==> config.mk <==
export PLATFORM = sky130hd
export DESIGN_NAME = bcd_to_bin
export DESIGN_NICKNAME = d
export VERILOG_FILES = /design/src/rtl/bcd_to_bin.sv
export SDC_FILE = /design/constraint.sdc
export NUM_CORES = 1
export LEC_CHECK = 0
export ABC_AREA = 1
export CELL_PAD_IN_SITES_DETAIL_PLACEMENT = 1
export CELL_PAD_IN_SITES_GLOBAL_PLACEMENT = 2
export CORE_MARGIN = 2
export CORE_UTILIZATION = 30
export DETAILED_ROUTE_END_ITERATION = 8
export PLACE_DENSITY_LB_ADDON = 0.1
export SYNTH_ARGS = -nofsm -noshare
export SYNTH_HDL_FRONTEND = slang
export SYNTH_SLANG_ARGS = --single-unit
==> constraint.sdc <==
create_clock -name clk -period 1.92 [get_ports clk]
set_input_delay 0.288 -clock clk [delete_from_list [all_inputs] [get_ports clk]]
set_output_delay 0.288 -clock clk [all_outputs]
set_load 0.02 [all_outputs]
==> src/rtl/bcd_to_bin.sv <==
// Sequential packed-BCD to binary converter: one digit per clock, MSD first.
// Fixed latency of NDIGITS+1 cycles from start to the done pulse.
module bcd_to_bin #(
  parameter int NDIGITS = 3,
  parameter int BIN_W   = 10
) (
  input  logic                   clk,
  input  logic                   rst_n,
  input  logic                   start,
  input  logic [4*NDIGITS-1:0]   bcd_in,
  output logic                   busy,
  output logic                   done,
  output logic [BIN_W-1:0]       binary_out,
  output logic                   err
);

  localparam int CW = $clog2(NDIGITS + 1);

  typedef enum logic [1:0] {ST_IDLE, ST_CONVERT, ST_DONE} state_t;

  state_t                state_q, state_d;
  logic [4*NDIGITS-1:0]  shreg_q, shreg_d;
  logic [BIN_W-1:0]      acc_q, acc_d;
  logic [CW-1:0]         cnt_q, cnt_d;
  logic                  eflag_q, eflag_d;
  logic [BIN_W-1:0]      bin_q, bin_d;
  logic                  err_q, err_d;

  logic [3:0]            dig;
  logic                  dig_bad;
  logic                  last;
  logic [BIN_W-1:0]      acc_nxt;

  assign dig     = shreg_q[4*NDIGITS-1 -: 4];
  assign dig_bad = (dig > 4'd9);
  assign last    = (cnt_q == CW'(NDIGITS - 1));
  // acc*10 as shift-add; modulo-2^BIN_W arithmetic equals the wide form truncated.
  assign acc_nxt = (acc_q << 3) + (acc_q << 1) + {{(BIN_W-4){1'b0}}, dig};

  always_comb begin
    state_d = state_q;
    shreg_d = shreg_q;
    acc_d   = acc_q;
    cnt_d   = cnt_q;
    eflag_d = eflag_q;
    bin_d   = bin_q;
    err_d   = err_q;
    case (state_q)
      ST_IDLE: begin
        if (start) begin
          shreg_d = bcd_in;
          acc_d   = '0;
          cnt_d   = '0;
          eflag_d = 1'b0;
          state_d = ST_CONVERT;
        end
      end
      ST_CONVERT: begin
        acc_d   = acc_nxt;
        shreg_d = shreg_q << 4;
        cnt_d   = cnt_q + 1'b1;
        eflag_d = eflag_q | dig_bad;
        if (last) begin
          // Results only move on the final digit, so they hold across start.
          state_d = ST_DONE;
          bin_d   = (eflag_q | dig_bad) ? '0 : acc_nxt;
          err_d   = eflag_q | dig_bad;
        end
      end
      ST_DONE: state_d = ST_IDLE;
      default: state_d = ST_IDLE;
    endcase
  end

  always_ff @(posedge clk or negedge rst_n) begin
    if (!rst_n) begin
      state_q <= ST_IDLE;
      shreg_q <= '0;
      acc_q   <= '0;
      cnt_q   <= '0;
      eflag_q <= 1'b0;
      bin_q   <= '0;
      err_q   <= 1'b0;
    end else begin
      state_q <= state_d;
      shreg_q <= shreg_d;
      acc_q   <= acc_d;
      cnt_q   <= cnt_d;
      eflag_q <= eflag_d;
      bin_q   <= bin_d;
      err_q   <= err_d;
    end
  end

  assign busy       = (state_q == ST_CONVERT);
  assign done       = (state_q == ST_DONE);
  assign binary_out = bin_q;
  assign err        = err_q;

endmodule

==> impl_table.tex <==
\begin{tabular}{lr}
\hline
Metric & Value \\
\hline
\multicolumn{2}{l}{\textbf{Run status}} \\
\quad Outcome & finished, violations left \\
\quad Violations in the final reports & negative setup slack \\
\multicolumn{2}{l}{\textbf{Synthesis}} \\
\quad Cell area after technology mapping & 2020 um2 \\
\quad Main synth FF type & sky130\_fd\_sc\_hd\_\_dfrtp\_1 \\
\quad Synth warn & 0 \\
\quad Post-synthesis async set-or-reset flop share & 1.00 \\
\quad Mapped Nets & 259 \\
\quad Number of synthesized flops with an enable pin & 0 \\
\quad Sequential fraction of the synthesis area & 0.458 \\
\quad Post-Syn Instances & 227 \\
\quad Number of synthesized register bits & 37 \\
\quad Post-Syn Area per Cell & 8.90 um2 \\
\quad Count of unique library cells instantiated by Yosys & 31 \\
\multicolumn{2}{l}{\textbf{Global route}} \\
\quad Pin count of the biggest net entering global routing & 21 \\
\quad Vias in the first global route & 1732 \\
\quad Initial antenna violation count & 0 \\
\quad Overall track demand over capacity in global routing & 0.158 \\
\quad Remaining global-route overflow & 0 \\
\quad Global-route wire length before repair & 8990 um \\
\multicolumn{2}{l}{\textbf{Floorplan}} \\
\quad Area of the core region & 6420 um2 \\
\quad Die Footprint & 7400 um2 \\
\quad Floorplan die height & 86.0 um \\
\quad Number of top-level pins & 28 \\
\quad Rows & 29 \\
\quad Die outline width & 86.0 um \\
\quad Initial Util & 0.314 \\
\multicolumn{2}{l}{\textbf{Route}} \\
\quad Detailed-route DRC error count & 0 \\
\quad Number of design-rule violations left by the first detailed-router iteration & 50 \\
\quad Antenna Nets Post-Route & 0 \\
\quad Average wire per standard cell & 15.3 um \\
\quad Vias per inst & 4.70 \\
\quad Via count & 1660 \\
\quad First drt pass iteration count & 4 \\
\quad Total detailed-routing wirelength & 5410 um \\
\multicolumn{2}{l}{\textbf{Critical path}} \\
\quad Class of the most critical setup path & reg2reg \\
\quad Maximum net fanout on the critical path & 3 \\
\quad Data required, critical path & 2.11 ns \\
\quad Critical path startpoint & acc\_q[1] \\
\quad Type of element capturing the critical path & register \\
\quad CP arrival & 2.18 ns \\
\quad Worst reg2reg path endpoint & acc\_q[7] \\
\quad Flop2flop setup slack & -0.07 ns \\
\quad Critical Path Sink & acc\_q[7] \\
\quad Count of cells along the worst register-to-register path & 8 \\
\quad Critical path startpoint category & register \\
\quad Worst r2r src & acc\_q[1] \\
\multicolumn{2}{l}{\textbf{Pwr}} \\
\quad Largest voltage drop on the vdd net & 762 uV \\
\quad Total power per unit cell area & 2130 nW/um2 \\
\quad Leakage dissipation & 0.00136 uW \\
\multicolumn{2}{l}{\textbf{CTS}} \\
\quad CTS tree & built \\
\quad Number of buffers created by CTS & 5 \\
\quad Clk Tree Root Cell & sky130\_fd\_sc\_hd\_\_clkbuf\_8 \\
\quad Max clock buf depth & 2 \\
\quad Max H-tree Level & 2 \\
\quad Post-CTS clock slew at the launch and capture registers of the worst setup and hold paths & 0.08 ns \\
\quad Clock Sinks & 37 \\
\quad Clk Latency, worst-skew pair & 0.29 ns \\
\multicolumn{2}{l}{\textbf{Timing}} \\
\quad Unrepaired setup endpoints after global routing & yes \\
\quad Final setup violating endpoints & 4 \\
\quad Tcrit/Tclk final & 1.04 \\
\quad Pin slew with the least headroom to its limit & 0.473 ns \\
\quad Max Clock Skew & 0.00786 ns \\
\quad Max-slew headroom at the worst pin & 0.685 \\
\quad Final hold viol count & 0 \\
\quad Total Negative Setup Slacks & -0.179 ns \\
\quad Pins over their slew limit & 0 \\
\quad Clock period minus final worst setup slack & 1.99 ns \\
\quad Setup slack of the critical path after layout & -0.0712 ns \\
\quad Maximum clock frequency & 502 MHz \\
\multicolumn{2}{l}{\textbf{Placement}} \\
\quad Count of buffers inserted at the top-level ports & 27 \\
\quad DP Wirelength & 4030 um \\
\quad Final weighted congestion in routability-driven placement & 0.757 \\
\quad Dpl cells & 338 \\
\quad Area after detailed placement & 2450 um2 \\
\multicolumn{2}{l}{\textbf{Min path}} \\
\quad HP Class & reg2reg \\
\multicolumn{2}{l}{\textbf{Final layout}} \\
\quad Area occupied by registers & 926 um2 \\
\quad Antenna diode count & 0 \\
\quad Signed area change from the synthesized netlist to the final layout & 34.0\% \\
\quad Area of all placed cells without fillers & 2710 um2 \\
\quad Share of layout cells above drive strength 1 & 0.246 \\
\quad Core utilization of the finished layout & 0.421 \\
\quad Non-filler cells in the finished layout & 353 \\
\quad Area used by multi-input combinational logic & 1030 um2 \\
\quad Net count, final & 307 \\
\quad Fill cell count & 765 \\
\multicolumn{2}{l}{\textbf{Run}} \\
\quad Maxcap violations & 0 \\
\hline
\end{tabular}
==> synthesized netlist by cell type (2+ instances only) <==
master / count / area share
sky130_fd_sc_hd__a21oi_1: 7 / 0.017
sky130_fd_sc_hd__o21ai_2: 6 / 0.026
sky130_fd_sc_hd__ha_1: 15 / 0.093
sky130_fd_sc_hd__inv_2: 2 / 0.0037
sky130_fd_sc_hd__o21ai_1: 8 / 0.020
sky130_fd_sc_hd__o22ai_1: 6 / 0.019
sky130_fd_sc_hd__dfrtp_1: 37 / 0.46
sky130_fd_sc_hd__buf_6: 2 / 0.011
sky130_fd_sc_hd__or2_2: 2 / 0.0062
sky130_fd_sc_hd__nand2_4: 2 / 0.011
sky130_fd_sc_hd__nand3b_1: 4 / 0.015
sky130_fd_sc_hd__nand2_1: 70 / 0.13
sky130_fd_sc_hd__nand3_1: 8 / 0.020
sky130_fd_sc_hd__o21ai_0: 3 / 0.0074
sky130_fd_sc_hd__xnor2_1: 2 / 0.0087
sky130_fd_sc_hd__fa_1: 2 / 0.020
sky130_fd_sc_hd__nor2_8: 2 / 0.020
sky130_fd_sc_hd__inv_1: 24 / 0.045
sky130_fd_sc_hd__a21oi_2: 2 / 0.0087
sky130_fd_sc_hd__nor2_1: 12 / 0.022
==> layout make-up <==
cell class | instances | area share
Clock buffer | 6 | 0.0305
Clock inverter | 2 | 0.0139
Inverter | 28 | 0.0416
Multi-Input combinational cell | 157 | 0.380
Sequential cell | 37 | 0.342
Tap cell | 77 | 0.0356
Timing Repair Buffer | 46 | 0.156
==> flip-flops by register name (all words and copies together) (netlist names) <==
signal      count
shreg_q        12
err             1
binary_out     10
cnt_q           2
acc_q           9
eflag_q         1
state_q         2
==> how the worst min path moves through the flow <==
stage / cells past startpoint / slack [ns] / to / startpoint
after global placement: 1 / 0.27 / acc_q[8] / rst_n
after detailed placement: 1 / 0.27 / acc_q[6] / rst_n
after floorplan: 0 / -0.008 / acc_q[0] / rst_n
final: 1 / 0.47 / cnt_q[0] / cnt_q[0]
after CTS: 2 / 0.48 / binary_out[8] / rst_n
after global routing: 2 / 0.51 / eflag_q / rst_n
==> stage by stage <==
| stage | hold WS [ns] | total power, uW | setup slack (ns) |
|---|---|---|---|
| after floorplan | -0.00759 | 3560 | 0.0482 |
| after global placement | 0.270 | 4610 | -0.141 |
| after detailed placement | 0.272 | 4640 | -0.179 |
| after CTS | 0.481 | 5570 | -0.0423 |
| after global routing | 0.513 | 6310 | -0.183 |
| final | 0.474 | 5760 | -0.0712 |
==> routing by layer <==
| layer | vias up | GRT usage | share of wire | routed length [um] |
|---|---|---|---|---|
| li1 | 822 | - | - | - |
| met1 | 807 | 0.214 | 0.50 | 2700 |
| met2 | 24 | 0.253 | 0.45 | 2460 |
| met3 | 7 | 0.0346 | 0.035 | 187 |
| met4 | 0 | 0.0476 | 0.011 | 62 |
| met5 | - | 0 | 0 | 0 |
==> cell usage in the layout (no fill, tap or decap), types with 4 or more instances in the layout <==
master and instances:
sky130_fd_sc_hd__nand2_2 8, sky130_fd_sc_hd__inv_1 20, sky130_fd_sc_hd__buf_4 17, sky130_fd_sc_hd__ha_1 13, sky130_fd_sc_hd__inv_2 6, sky130_fd_sc_hd__clkdlybuf4s50_1 26, sky130_fd_sc_hd__nand2_1 63, sky130_fd_sc_hd__o21ai_1 8
sky130_fd_sc_hd__o22ai_1 6, sky130_fd_sc_hd__a21oi_1 7, sky130_fd_sc_hd__nand3b_1 4, sky130_fd_sc_hd__o21ai_2 6, sky130_fd_sc_hd__nor2_1 11, sky130_fd_sc_hd__dfrtp_1 37, sky130_fd_sc_hd__nand3_1 5, sky130_fd_sc_hd__clkbuf_8 6
==> logic make-up after synthesis <==
logic type,share of synthesized area
compound gates,0.110
flops,0.458
fa+ha+maj,0.113
buf+inv,0.0750
xor+xnor,0.0130
simple gates,0.230
==> worst max-delay path, stage by stage (launching register included) <==
cell and delay, ns:
sky130_fd_sc_hd__dfrtp_1 0.41, sky130_fd_sc_hd__buf_4 0.15, sky130_fd_sc_hd__ha_1 0.30, sky130_fd_sc_hd__ha_1 0.32, sky130_fd_sc_hd__or2_2 0.33, sky130_fd_sc_hd__nand3b_1 0.12
sky130_fd_sc_hd__nand3b_1 0.12, sky130_fd_sc_hd__nand3_2 0.09, sky130_fd_sc_hd__nand2_1 0.05
==> repair_timing <==
item / CTS / global route
pin swaps: 8 / 2
gates cloned: 0 / 0
gates resized for setup: 12 / 9
buffers inserted: 3 / 3
hold buffers: 1 / 0
endpoints found under the hold margin: 17 / 0
setup endpoints to repair: 7 / 11
==> where the power goes <==
part	switching, uW	internal [uW]	total (uW)
Sequential	225	1150	1380
Clock	303	423	726
Combinational	2080	1580	3660
Total	2600	3150	5760
Note: power is estimated with default switching activity, not from simulation.
==> patch 1 (same flow settings) <==
Set the parameter `BIN_W` to 20 (it was 10). Comments in the files are not updated.
--- a/src/rtl/bcd_to_bin.sv
+++ b/src/rtl/bcd_to_bin.sv
@@ -2,7 +2,7 @@
 // Fixed latency of NDIGITS+1 cycles from start to the done pulse.
 module bcd_to_bin #(
   parameter int NDIGITS = 3,
-  parameter int BIN_W   = 10
+  parameter int BIN_W   = 20
 ) (
   input  logic                   clk,
   input  logic                   rst_n,
Ports: changed (resized binary_out); port bits go from 28 to 38. No check against the original RTL was run, so the function may have changed too.
==> patch 1 against the unedited design <==
The flow still finishes with violations (negative setup slack). Maximum frequency decreased by 8.6%. Routed wire length is 97% higher. Critical endpoint is now acc_q[18]. Count of clock-buffer cells in the layout rose by 6. Sequential cell count is 20 higher. Worst setup slack lost 0.19 ns. Clock skew shrank 0.0010 ns. Synthesized area rose by 74%. Design area up 84%. Worst hold slack improved by 0.0060 ns.
Power is not shown: default switching activity piles up to over one toggle a cycle in this logic, so the estimate is an artifact.
==> patch 1: results (changes against the unedited design) <==
status: "finished, violations left"
violations: "negative setup slack"
synth_compound_area_frac: 0.115  # +0.00462
dp.cells: 639  # +89%
layout_setup_ws_ns: -0.259  # -0.188 ns
final_nets: 569  # +85%
hold_depth: 2  # +1
synth-xor-area-share: 0.0174  # +0.00442
reg2reg_depth: 13  # +5
reg2reg_slack_ns: -0.26  # -0.19 ns
root_buffer: "clkbuf_16"
synthAdderAreaFrac: 0.136  # +0.0231
synth.area.top_cells: "dfrtp_1 (41%), nand2_1 (13%), ha_1 (12%)"
num_vias: 3169  # +91%
hold_path_end: "binary_out[8]"
via_per_inst: 4.77  # +1.5%
cp.arrival_ns: 2.41  # +0.23 ns
fin_hold_ws_ns: 0.480  # +0.00600 ns
fin_setup_tns_ns: -5.29  # -5.11 ns
setup_violations: 29  # +25
critical-path-top-delay-family: "adder cells"
max_stage_delay_ns: 0.47  # +0.06 ns
fillers: 1387  # +81%
drive_gt1_frac: 0.286  # +0.0396
timing.rr.start: "acc_q[2]"
placed_cell_area_sq_mm: 0.00430  # +76%
hold_start: "binary_out[8]"
yosysUniqueCellTypes: 32  # +3.2%
wirelength_um: 10700  # +97%
cp_slowest_cell: "fa_2"
synthTopCellsByCount: "nand2_1 (123), dfrtp_1 (57), inv_1 (52), ha_1 (35), nand3_1 (33)"
largest_register_ff_count: 20  # +8
## patch 1: changes by cell type in the layout (fill, tap and decap cells not counted), sizes merged, moves of 18 or more
cell	change
buf	+27
dfrtp	+20
nand3	+27
a21oi	+18
ha	+20
o21ai	+23
inv	+30
nand2	+55
## patch 1: per-layer routing
metal	wire, um	up-vias
met2	5550	30
met1	4720	1552
met4	141	0
met3	262	11
met5	0	-
li1	-	1576
## patch 1: cell type report
class                           count  area, sq um  share of cell area
Clock inverter                      3         40.0             0.00803
Clock buffer                       12          256              0.0514
Tap cell                          143          179              0.0359
Sequential cell                    57         1430               0.286
Multi-Input combinational cell    309         2140               0.429
Timing Repair Buffer               83          732               0.147
Inverter                           57          214              0.0429
## patch 1: worst max-delay path by stage
stage | start | endpoint | slack [ns] | cells past startpoint
after floorplan | acc_q[1] | acc_q[16] | -0.1 | 14
after global placement | acc_q[2] | acc_q[16] | -0.22 | 13
after detailed placement | acc_q[7] | acc_q[11] | -0.26 | 9
after CTS | acc_q[2] | binary_out[14] | -0.23 | 13
after global routing | acc_q[2] | binary_out[14] | -0.40 | 12
final | acc_q[2] | acc_q[18] | -0.26 | 13
## patch 1: repair_timing
action / CTS / global route
hold buffers: 1 / 0
setup endpoints to repair: 31 / 31
pin swaps: 15 / 25
gates resized for setup: 28 / 51
hold endpoints to repair: 57 / 0
setup buffers: 7 / 5
## patch 1: cell families (layout without fill, tap and decap cells)
logic type                 Yosys count  after routing
and+or+nand+nor                    190            190
AOI/OAI and AO/OA                   75             75
DFF                                 57             57
buffers and inverters               68            155
adders and majority gates           37             37
xor gates and xnor gates             7              7
==> patch 2 (same flow settings) <==
Without the edit above. Re-encode `state_t` (3 states) as one-hot, 3 bits wide.
--- a/src/rtl/bcd_to_bin.sv
+++ b/src/rtl/bcd_to_bin.sv
@@ -16,7 +16,7 @@
 
   localparam int CW = $clog2(NDIGITS + 1);
 
-  typedef enum logic [1:0] {ST_IDLE, ST_CONVERT, ST_DONE} state_t;
+  typedef enum logic [2:0] {ST_IDLE = 3'b001, ST_CONVERT = 3'b010, ST_DONE = 3'b100} state_t;
 
   state_t                state_q, state_d;
   logic [4*NDIGITS-1:0]  shreg_q, shreg_d;
Check against the original RTL: same outputs for any inputs over 10 cycles, from zero or initial values and one cycle with rst_n low; not proved beyond that.
==> patch 2 against the unedited design <==
Critical endpoint is now acc_q[8]. Sequential cell count up 1. Sequential share of layout area grew 1.7 points. Synthesized area down 0.87%. Power shrank 27%. Worst setup slack improved by 0.052 ns. Design area shrank 1.9%. Combinational power is 38% lower. First-iteration DRC count rose by 4.0%. The flow still finishes with violations (negative setup slack). Routed wire length shrank 7.3%.
==> patch 2: results (changes against the unedited design) <==
ir_drop_uv: 802  # +5.2%
drive_gt1_frac: 0.201  # -0.0450
setup_violations: 4  # unchanged
wirelength_um: 5020  # -7.3%
synth.area.top_cells: "dfrtp_1 (46%), nand2_1 (13%), ha_1 (9.4%)"
drtIter0Drc: 52  # +4.0%
cp.arrival_ns: 2.12  # -0.06 ns
yosysSeqAreaShare: 0.476  # +0.0171
grt_max_degree: 19  # -9.5%
r2r-end: "acc_q[8]"
dp_slack_ns: -0.157  # +0.0210 ns
dp.cells: 346  # +2.4%
violations: "negative setup slack"
yosysUniqueCellTypes: 27  # -13%
crit_path_max_fanout: 2  # -1
gp_congestion: 0.774  # +2.2%
syn_avg_cell_area_sq_um: 8.52  # -4.2%
timing.rr.start: "shreg_q[10]"
num_vias: 1672  # +0.72%
grt_pass1_wl_um: 8580  # -4.5%
dp_hpwl_um: 3680  # -8.6%
hold_class: "input port to asynchronous set/reset pin"
status: "finished, violations left"
via_per_inst: 4.64  # -1.2%
p_leak_nw: 1.35  # -0.35%
fillers: 757  # -1.0%
syn-num-nets: 267  # +3.1%
layout_setup_ws_ns: -0.0191  # +0.0522 ns
grt_use_total: 0.150  # -0.00864
worst_slew_pin_slew_ns: 0.373  # -0.100 ns
fin_hold_ws_ns: 0.436  # -0.0377 ns
reg2reg_depth: 12  # +4
final_nets: 314  # +2.3%
grt_pass1_vias: 1779  # +2.7%
fin_skew_ns: 0.00470  # -0.00316 ns
patch 2: cell types whose count changed in the layout (fill, tap and decap cells not counted), moves of 4 or more:
| cell | before | now |
|---|---|---|
| a21oi_1 | 7 | 2 |
| nand3_1 | 5 | 10 |
| nor3_1 | 0 | 8 |
| o21ai_0 | 3 | 15 |
| o21ai_2 | 6 | 0 |
| o22ai_1 | 6 | 2 |
patch 2: timing repair:
item,4_1_cts,5_1_grt
gates resized for setup,13,9
hold endpoints to repair,14,0
pin swaps,9,2
hold buffers,1,0
setup endpoints to repair,9,12
setup buffers,4,1
patch 2: cells by family (layout without fill, tap and decap cells):
family | Yosys count | count (layout) | share of synthesized area
xor+xnor | 3 | 3 | 0.0131
buf+inv | 37 | 85 | 0.0731
simple gates | 111 | 111 | 0.249
flops | 38 | 38 | 0.476
fa+ha+maj | 17 | 17 | 0.114
compound gates | 29 | 29 | 0.0750
patch 2: through the flow:
stage                     area, sq um  setup TNS, ns
final                            2650        -0.0350
after global routing             2650         -0.890
after CTS                        2610        -0.0678
after detailed placement         2430         -0.810
after global placement           2430         -0.629
after floorplan                  2000              0
patch 2: how the worst max path moves through the flow:
stage | slack, ns | to | startpoint
3_3_place_gp | -0.18 | acc_q[6] | acc_q[0]
5_1_grt | -0.15 | acc_q[8] | shreg_q[11]
3_5_place_dp | -0.16 | acc_q[6] | acc_q[2]
4_1_cts | -0.02 | binary_out[8] | shreg_q[10]
2_1_floorplan | 0.04 | acc_q[6] | acc_q[2]
6_report | -0.02 | acc_q[8] | shreg_q[10]
patch 2: layout make-up:
type | instances | area share
Multi-Input combinational cell | 160 | 0.370
Tap cell | 77 | 0.0363
Clock inverter | 2 | 0.00471
Inverter | 31 | 0.0438
Sequential cell | 38 | 0.359
Clock buffer | 6 | 0.0311
Timing Repair Buffer | 46 | 0.156
patch 2: metal layers:
metal | part of all wire | global-route usage | up-vias
met5 | 0 | 0 | -
met4 | 0.0084 | 0.0390 | 0
met3 | 0.030 | 0.0346 | 4
met2 | 0.49 | 0.241 | 23
met1 | 0.47 | 0.203 | 806
li1 | - | - | 839
patch 2: power breakdown:
group	total [mW]	internal, mW	switching, mW
Combinational	2.28	1.02	1.26
Sequential	1.34	1.14	0.194
Clock	0.585	0.289	0.296
Total	4.20	2.45	1.75
